$ cat src/rtl/c3lib_tie_mon_pkg.sv
// Shared types and helpers for the tie-off / strap monitor.
package c3lib_tie_mon_pkg;

    // Monitor FSM states.
    typedef enum logic [1:0] {
        IDLE   = 2'd0,
        SETTLE = 2'd1,
        MON    = 2'd2,
        ERR    = 2'd3
    } tie_mon_state_e;

    // Legal parameter ranges, checked at elaboration in the top level.
    localparam int TIE_MON_WIDTH_MIN  = 1;
    localparam int TIE_MON_WIDTH_MAX  = 32;
    localparam int TIE_MON_SYNC_MIN   = 2;
    localparam int TIE_MON_SYNC_MAX   = 4;
    localparam int TIE_MON_SETTLE_MIN = 1;
    localparam int TIE_MON_FILT_MIN   = 1;

    // Bits needed to hold a counter that runs from 0 up to max_val inclusive.
    function automatic int cnt_width(input int max_val);
        if (max_val < 1) begin
            return 1;
        end
        return $clog2(max_val + 1);
    endfunction

endpackage

$ cat src/rtl/c3lib_tie_mon_sync.sv
// Multi-bit flop-chain synchronizer for quasi-static tie/strap nets.
// Hardened c3lib primitive: the stages form a pure flop chain with no
// logic between them, so they must be kept together and not retimed.
module c3lib_tie_mon_sync #(
    parameter int WIDTH  = 4,
    parameter int STAGES = 2
) (
    input  logic             clk,
    input  logic             rst_n,
    input  logic [WIDTH-1:0] data_i,
    output logic [WIDTH-1:0] data_o
);

    logic [WIDTH-1:0] sync_q [STAGES];

    // Shift the asynchronous input through the synchronizer chain.
    always_ff @(posedge clk or negedge rst_n) begin
        if (!rst_n) begin
            for (int i = 0; i < STAGES; i++) begin
                sync_q[i] <= '0;
            end
        end else begin
            sync_q[0] <= data_i;
            for (int i = 1; i < STAGES; i++) begin
                sync_q[i] <= sync_q[i-1];
            end
        end
    end

    assign data_o = sync_q[STAGES-1];

endmodule

$ cat src/rtl/c3lib_tie_mon_1x.sv
// Receive-side tie-off monitor: synchronizes the strap nets, waits a settle
// window after enable, then flags any sustained deviation from EXP_VAL with
// a sticky error and per-bit capture of the offending bits.
module c3lib_tie_mon_1x
    import c3lib_tie_mon_pkg::*;
#(
    parameter int               WIDTH         = 4,
    parameter logic [WIDTH-1:0] EXP_VAL       = '0,
    parameter int               SYNC_STAGES   = 2,
    parameter int               SETTLE_CYCLES = 16,
    parameter int               FILT_CYCLES   = 4
) (
    input  logic             clk,
    input  logic             rst_n,
    input  logic [WIDTH-1:0] din,
    input  logic             chk_en,
    input  logic             clr_err,
    output logic [WIDTH-1:0] mon_val,
    output logic             settled,
    output logic             err,
    output logic [WIDTH-1:0] err_bits,
    output tie_mon_state_e   dbg_state
);

    localparam int SCW = cnt_width(SETTLE_CYCLES);
    localparam int FCW = cnt_width(FILT_CYCLES);

    localparam logic [SCW-1:0] SETTLE_LAST = SCW'(SETTLE_CYCLES - 1);
    localparam logic [SCW-1:0] SETTLE_MAX  = SCW'(SETTLE_CYCLES);
    localparam logic [FCW-1:0] FILT_LAST   = FCW'(FILT_CYCLES - 1);
    localparam logic [FCW-1:0] FILT_MAX    = FCW'(FILT_CYCLES);

    // Reject out-of-range parameters at elaboration.
    if (WIDTH < TIE_MON_WIDTH_MIN || WIDTH > TIE_MON_WIDTH_MAX) begin : g_bad_width
        $error("c3lib_tie_mon_1x: WIDTH must be in 1..32");
    end
    if (SYNC_STAGES < TIE_MON_SYNC_MIN || SYNC_STAGES > TIE_MON_SYNC_MAX) begin : g_bad_sync
        $error("c3lib_tie_mon_1x: SYNC_STAGES must be in 2..4");
    end
    if (SETTLE_CYCLES < TIE_MON_SETTLE_MIN) begin : g_bad_settle
        $error("c3lib_tie_mon_1x: SETTLE_CYCLES must be >= 1");
    end
    if (FILT_CYCLES < TIE_MON_FILT_MIN) begin : g_bad_filt
        $error("c3lib_tie_mon_1x: FILT_CYCLES must be >= 1");
    end

    logic [WIDTH-1:0] sync_val;
    logic [WIDTH-1:0] mismatch;
    logic             any_mm;

    tie_mon_state_e   state_q,      state_d;
    logic [SCW-1:0]   settle_cnt_q, settle_cnt_d;
    logic [FCW-1:0]   filt_cnt_q,   filt_cnt_d;
    logic             err_q,        err_d;
    logic [WIDTH-1:0] err_bits_q,   err_bits_d;
    logic             settled_q;

    c3lib_tie_mon_sync #(
        .WIDTH  (WIDTH),
        .STAGES (SYNC_STAGES)
    ) u_sync (
        .clk    (clk),
        .rst_n  (rst_n),
        .data_i (din),
        .data_o (sync_val)
    );

    // Compare the synchronized straps against the expected tie value.
    always_comb begin
        mismatch = sync_val ^ EXP_VAL;
        any_mm   = |mismatch;
    end

    // Next-state logic: disable beats clear, clear beats a same-cycle filter hit.
    always_comb begin
        state_d      = state_q;
        settle_cnt_d = settle_cnt_q;
        filt_cnt_d   = filt_cnt_q;
        err_d        = err_q;
        err_bits_d   = err_bits_q;

        if (!chk_en) begin
            state_d      = IDLE;
            settle_cnt_d = '0;
            filt_cnt_d   = '0;
        end else begin
            case (state_q)
                IDLE: begin
                    state_d      = SETTLE;
                    settle_cnt_d = '0;
                end
                SETTLE: begin
                    if (settle_cnt_q != SETTLE_MAX) begin
                        settle_cnt_d = settle_cnt_q + SCW'(1);
                    end
                    if (settle_cnt_q >= SETTLE_LAST) begin
                        state_d    = MON;
                        filt_cnt_d = '0;
                    end
                end
                MON: begin
                    if (any_mm) begin
                        if (filt_cnt_q >= FILT_LAST) begin
                            state_d    = ERR;
                            err_d      = 1'b1;
                            err_bits_d = err_bits_q | mismatch;
                        end
                        if (filt_cnt_q != FILT_MAX) begin
                            filt_cnt_d = filt_cnt_q + FCW'(1);
                        end
                    end else begin
                        filt_cnt_d = '0;
                    end
                end
                ERR: begin
                    // Keep capturing every raw mismatch once flagged.
                    err_bits_d = err_bits_q | mismatch;
                end
                default: begin
                    state_d = IDLE;
                end
            endcase
        end

        if (clr_err) begin
            err_d      = 1'b0;
            err_bits_d = '0;
            if (chk_en && (state_q == MON || state_q == ERR)) begin
                state_d      = SETTLE;
                settle_cnt_d = '0;
                filt_cnt_d   = '0;
            end
        end
    end

    // FSM, counters and sticky registers; all outputs come straight from flops.
    always_ff @(posedge clk or negedge rst_n) begin
        if (!rst_n) begin
            state_q      <= IDLE;
            settle_cnt_q <= '0;
            filt_cnt_q   <= '0;
            err_q        <= 1'b0;
            err_bits_q   <= '0;
            settled_q    <= 1'b0;
        end else begin
            state_q      <= state_d;
            settle_cnt_q <= settle_cnt_d;
            filt_cnt_q   <= filt_cnt_d;
            err_q        <= err_d;
            err_bits_q   <= err_bits_d;
            settled_q    <= (state_d == MON);
        end
    end

    assign mon_val   = sync_val;
    assign settled   = settled_q;
    assign err       = err_q;
    assign err_bits  = err_bits_q;
    assign dbg_state = state_q;

endmodule
$ cat config.mk
export PLATFORM = sky130hd
export DESIGN_NAME = c3lib_tie_mon_1x
export DESIGN_NICKNAME = d
export VERILOG_FILES = /design/src/rtl/c3lib_tie_mon_pkg.sv /design/src/rtl/c3lib_tie_mon_sync.sv /design/src/rtl/c3lib_tie_mon_1x.sv
export SDC_FILE = /design/constraint.sdc
export NUM_CORES = 1
export LEC_CHECK = 0
export BUFFER_PORTS_ARGS = -buffer_cell sky130_fd_sc_hd__buf_4
export CORE_UTILIZATION = 45
export CTS_CLUSTER_SIZE = 40
export DETAILED_ROUTE_END_ITERATION = 8
export PLACE_DENSITY = 0.76
export SLEW_MARGIN = 10
export SYNTH_ARGS = -nofsm -noshare
export SYNTH_HDL_FRONTEND = slang
export SYNTH_SLANG_ARGS = --single-unit
export TNS_END_PERCENT = 5
$ cat constraint.sdc
create_clock -name clk -period 1.8 [get_ports clk]
set_input_delay 0.09 -clock clk [delete_from_list [all_inputs] [get_ports clk]]
set_output_delay 0.09 -clock clk [all_outputs]
set_load 0.01 [all_outputs]
==> results of run 1 <==
## through the flow
stage | worst slack, ps | hold slack, ps
final | 69.03 | 37.38
after detailed placement | 69.90 | -2.207
after global placement | 144.0 | 0.7209
after floorplan | 211.6 | -205.6
after CTS | 39.39 | 31.09
after global routing | -1.394 | 40.89
## placed cells by master, fill, tap and decap left out, types with 2 or more instances in the layout
cell type / n
buf_4: 23
a22oi_1: 3
a22o_1: 4
nor2b_1: 2
clkbuf_4: 3
and3_1: 2
nand2_1: 6
dlygate4sd3_1: 6
a31oi_1: 2
ha_1: 10
nor2_1: 9
dfrtp_1: 22
nand4_1: 4
dfrtp_2: 2
a21oi_1: 5
o21ai_0: 3
inv_1: 13
## flip-flops by register name, indices dropped and copies added (netlist names)
signal / flops
dbg_state: 2
err: 1
err_bits: 4
filt_cnt_q: 3
settle_cnt_q: 5
settled: 1
u_sync.data_o: 4
u_sync.sync_q: 4
## layout make-up
class / instances / area, um2 / area share, %
Sequential cell: 24 / 603.1 / 39.93
Multi-Input combinational cell: 70 / 535.5 / 35.46
Tap cell: 30 / 37.54 / 2.485
Inverter: 13 / 48.80 / 3.231
Timing Repair Buffer: 29 / 232.7 / 15.41
Clock inverter: 1 / 30.03 / 1.988
Clock buffer: 3 / 22.52 / 1.491
## path summary, 6_finish.rpt
path	from	to	slack (ps)	cells after the start
hold / removal	chk_en	err$_DFFE_PN0P_	40	3
setup reg to reg	settle_cnt_q[0]$_DFF_PN0_	settled$_DFF_PN0_	70	7
hold reg to reg	u_sync.sync_q[4]$_DFF_PN0_	u_sync.data_o[0]$_DFF_PN0_	370	0
setup / recovery	settle_cnt_q[0]$_DFF_PN0_	settled$_DFF_PN0_	70	7
min in group asynchronous	rst_n	settle_cnt_q[2]$_DFF_PN0_	170	2
max in group asynchronous	rst_n	dbg_state[0]$_DFF_PN0_	1370	2
## layer usage
layer  routed length, um  up-vias  share of wire, %  track usage, %
met5                   0        -                 0               0
met3                  91        9               3.7           1.695
met2                1229       29                50           29.63
li1                    -      448                 -               -
met4                  46        0               1.9           9.211
met1                1078      435                44           25.05
## power breakdown
| group | total, mW | switching, mW | internal, mW |
|---|---|---|---|
| clock network | 0.394 | 0.169 | 0.225 |
| logic | 0.234 | 0.128 | 0.106 |
| registers | 0.591 | 0.0259 | 0.566 |
| total | 1.22 | 0.322 | 0.897 |
## worst max-delay path, delay by kind of cell (launching register included)
family                   cells  cell delay (ps)
adder cells (fa/ha/maj)      2              410
flip-flops                   1              450
AND/OR/NAND/NOR              4              560
AO/OA/AOI/OAI                1              210
## cell families (layout without fill, tap and decap cells)
kind of cell,after synthesis,count (layout)
DFF,24,24
AOI/OAI and AO/OA,28,28
buffers and inverters,18,46
adders and majority gates,11,11
and+or+nand+nor,30,30
muxes,1,1
## repair_timing
action,4_1_cts,5_1_grt
setup endpoints to repair,0,7
hold endpoints to repair,29,0
hold buffers,6,0
resized for setup,0,4
setup buffers,0,3
==> results.json, run 1 <==
{
  "grt_pass1_wl_mm": 3.719,
  "synthAdderAreaFrac_pct": 11.38,
  "syn_inst": 112,
  "grt_use_total_pct": 18.54,
  "cpMostUsedCell": "ha_1",
  "vdd_drop_max_v": 0.0008616,
  "synthSimpleGateAreaFrac_pct": 13.34,
  "clock_skew_ps": 9.155,
  "finalSetupTns_ps": 0,
  "synth-seq-area-share_pct": 49.64,
  "cellPowerDensity_nw_per_um2": 807.6,
  "place_hpwl_mm": 1.595,
  "cts.htree.levels": 1,
  "post-synth-top-count-cell": "dfrtp_1",
  "synth_edf_count": 0,
  "maxSlewHeadroom_pct": 80.37,
  "antenna_found_initial": 0,
  "arrival_ps": 1970,
  "antenna_left": 0,
  "cp_slowest_cell": "dfrtp_2",
  "synth_common_cells": "24 x dfrtp_1, 13 x inv_1, 11 x ha_1",
  "power_mw": 1.220,
  "cp-start-kind": "flop",
  "finalNonFillerCells": 170,
  "layout_min_cycle_time_ps": 1731,
  "drt-vias-per-instance": 5.418,
  "grt_pass1_vias": 824,
  "synth_warnings": 0,
  "routed_wl_mm": 2.445,
  "fill_cells": 197,
  "die_y_um": 53.85,
  "wl_per_cell_um": 14.38,
  "synth_seq_cells": 24,
  "synth.top_cell.area_share_pct": 49.64,
  "synthFlopType": "dfrtp_1",
  "avgSynthCellArea_um2": 10.80,
  "place.gp.congestion": 0.8883,
  "drv_slew": 0,
  "syn2layout_area_growth_pct": 24.82,
  "fin_util_pct": 60.41,
  "outcome": "finished, final reports clean",
  "fin_nets": 160,
  "hold_viol_final": 0,
  "worstHoldPathType": "input port to flop",
  "power.leakage_nw": 0.7170,
  "cp_max_fo": 3,
  "dieArea_um2": 2900,
  "synth.distinct_cells": 34,
  "endpoint_kind": "flop",
  "fin_crit_sh_pct": 96.17,
  "cts_tree": "built",
  "cts.sinks": 24,
  "vias": 921,
  "remaining_drc_errors": 0,
  "finalInstanceArea_um2": 1510,
  "synthArstFlopShare_pct": 100.0,
  "core_region_area_um2": 2500,
  "port_buffers": 19,
  "place_area_um2": 1363,
  "maxCapViolations": 0,
  "max_stage_delay_ps": 450,
  "cts_buffer_depth": 2,
  "synth_compound_area_share_pct": 17.89,
  "tightest_slew_ps": 292.0,
  "crit_type": "flop to flop",
  "dp_cells": 157,
  "die_x_um": 53.85,
  "synth_top_area_cell": "dfrtp_1",
  "root_buffer": "clkbuf_4",
  "worstPathRequired_ps": 2030,
  "firstDrtPassIters": 4,
  "crit_chain": "ha_1 > and3_1 > ha_1 > nor2_1 > nand4_1 > a41oi_2 > nor2b_1",
  "clkTransAtPathRegs_ps": 140,
  "num_antenna_cells": 0,
  "syn_area_um2": 1210,
  "syn-num-nets": 131,
  "grt_max_degree": 25,
  "start_util_pct": 48.40,
  "first_iter_violations": 29,
  "synthMuxAreaShare_pct": 0.8273,
  "io_pins": 20,
  "drive_gt1_share_pct": 25.71,
  "synthXorXnorAreaFrac_pct": 0,
  "clock_latency_ps": 330,
  "rows": 18,
  "cts_made_buffers": 3,
  "ys_top_cells_by_area": "dfrtp_1 50%, ha_1 11%, inv_1 4.0%",
  "synth_top_family_by_area": "compound AO/OA/AOI/OAI gates",
  "gr-total-overflow": 0,
  "fmax_mhz": 577.7,
  "finalSetupViolations": 0
}
Power figures use the tool's default switching activity.
==> run 2, diff against run 1 <==
Settings changed: REMOVE_ABC_BUFFERS from default to 1.
==> results.json, run 2 (synthesized netlist as in run 1, its figures left out) <==
{
  "cts.sinks": 24,
  "worstHoldPathType": "input port to flop",
  "cp_slowest_cell": "dfrtp_1",
  "power.leakage_nw": 0.7054,
  "core_region_area_um2": 2500,
  "outcome": "finished, final reports clean",
  "power_switching_mw": 0.3064,
  "cp-start-kind": "flop",
  "rows": 18,
  "multi_input_area_um2": 540.5,
  "ff2ff_setup_slack_ps": 50,
  "tightest_slew_ps": 310.7,
  "p_seq_share_pct": 49.7,
  "grt_pass1_vias": 868,
  "cts_buffer_depth": 2,
  "grt_pass1_wl_mm": 3.953,
  "power_mw": 1.195,
  "crit_chain": "ha_1 > and3_1 > ha_1 > nor2_2 > a31o_1 > a221oi_2 > nor2b_1",
  "worstPathRequired_ps": 2060,
  "cts.htree.levels": 1,
  "p_sw_share_pct": 25.64,
  "rr_worst_depth": 7,
  "syn2layout_area_growth_pct": 23.99,
  "grt_max_degree": 25,
  "fmax_mhz": 571.9,
  "cellPowerDensity_nw_per_um2": 796.6,
  "antenna_left": 0,
  "dieArea_um2": 2900,
  "antenna_found_initial": 0,
  "reg2reg_from": "settle_cnt_q[1]$_DFF_PN0_",
  "final_cell_mix": "22 x dfrtp_1, 21 x buf_4, 13 x inv_1",
  "num_antenna_cells": 0,
  "die_x_um": 53.85,
  "layout.area.seq_um2": 603.1,
  "first_iter_violations": 21,
  "port_buffers": 19,
  "clock_latency_ps": 310,
  "gr-total-overflow": 0,
  "layout_min_cycle_time_ps": 1749,
  "largest-register": "settle_cnt_q",
  "vdd_drop_max_v": 0.0006340,
  "fin_nets": 158,
  "max_stage_delay_ps": 450,
  "p_comb_share_pct": 18.1,
  "min_to": "dbg_state[0]$_DFF_PN0_",
  "root_buffer": "clkbuf_4",
  "largest_reg_flops": 5,
  "grt_setup_unrepaired": "true",
  "arrival_ps": 2010,
  "grt_use_total_pct": 18.85,
  "cpMostUsedCell": "ha_1",
  "finalSetupViolations": 0,
  "clkPwrFrac_pct": 32.1,
  "wl_per_cell_um": 13.96,
  "cts_made_buffers": 3,
  "place.gp.congestion": 0.8191,
  "place_hpwl_mm": 1.697,
  "maxSlewHeadroom_pct": 79.11,
  "hold_viol_final": 0,
  "remaining_drc_errors": 0,
  "vias": 907,
  "r2r_end": "settled$_DFF_PN0_",
  "maxCapViolations": 0,
  "drt-vias-per-instance": 5.399,
  "fill_cells": 208,
  "start_util_pct": 48.40,
  "whs_path_depth": 3,
  "cts_tree": "built",
  "routed_wl_mm": 2.345,
  "drive_gt1_share_pct": 26.09,
  "layout_setup_ws_ps": 51.34,
  "layout_commonest_cell": "dfrtp_1",
  "endpoint_kind": "flop",
  "cp_max_fo": 5,
  "finalSetupTns_ps": 0,
  "clkTransAtPathRegs_ps": 130,
  "fin_crit_sh_pct": 97.15,
  "firstDrtPassIters": 4,
  "power.internal_mw": 0.8887,
  "min_from": "chk_en",
  "dpl_worst_slack_ps": 78.49,
  "crit_type": "flop to flop",
  "io_pins": 20,
  "whs_ps": 59.51,
  "die_y_um": 53.85,
  "clock_skew_ps": 8.604,
  "drv_slew": 0
}
-- run 2: power groups by stage --
stage / sequential, mW / clock (mW) / combinational (mW)
after floorplan: 0.601 / 0 / 0.122
after global placement: 0.600 / 0 / 0.196
after detailed placement: 0.602 / 0 / 0.201
after CTS: 0.592 / 0.392 / 0.212
after global routing: 0.599 / 0.411 / 0.246
final: 0.595 / 0.384 / 0.216
-- run 2: stage by stage --
| stage | utilization (%) | instances | cell area [um2] |
|---|---|---|---|
| 4_1_cts | 59.31 | 168 | 1483 |
| 2_1_floorplan | - | 107 | 1175 |
| 3_5_place_dp | 54.80 | 158 | 1370 |
| 6_report | 60.01 | 168 | 1500 |
| 5_1_grt | 60.01 | 168 | 1500 |
| 3_3_place_gp | 54.80 | 158 | 1370 |
-- run 2: final cells by class --
type                            count  share of cell area (%)
Timing Repair Buffer               27                   14.51
Multi-Input combinational cell     70                   36.03
Tap cell                           30                   2.502
Clock inverter                      1                   2.002
Clock buffer                        3                   1.501
Sequential cell                    24                   40.20
Inverter                           13                   3.253
-- run 2: how the worst max path moves through the flow --
stage	start	end
floorplan	settle_cnt_q[0]$_DFF_PN0_	settled$_DFF_PN0_
global placement	dbg_state[0]$_DFF_PN0_	err_bits[2]$_DFFE_PN0P_
detailed placement	dbg_state[1]$_DFF_PN0_	settled$_DFF_PN0_
CTS	settle_cnt_q[0]$_DFF_PN0_	settled$_DFF_PN0_
global route	settle_cnt_q[1]$_DFF_PN0_	settled$_DFF_PN0_
finish	settle_cnt_q[1]$_DFF_PN0_	settled$_DFF_PN0_
-- run 2: critical path, delay by kind of cell (launching register included) --
kind,cells,cell delay [ps]
AO/OA/AOI/OAI,2,490
flip-flops,1,450
AND/OR/NAND/NOR,3,380
adder cells (fa/ha/maj),2,370
-- run 2: what timing repair did --
| action | CTS | global route |
|---|---|---|
| gates resized for setup | 0 | 6 |
| hold endpoints to repair | 29 | 0 |
| setup buffers | 0 | 0 |
| hold buffers | 6 | 0 |
| setup endpoints to repair | 0 | 9 |
-- run 2: routing by layer --
layer / wire length [um] / GRT usage, %
met2: 1264 / 33.13
met3: 52 / 2.542
met1: 1015 / 25.00
met5: 0 / 0
met4: 12 / 2.632
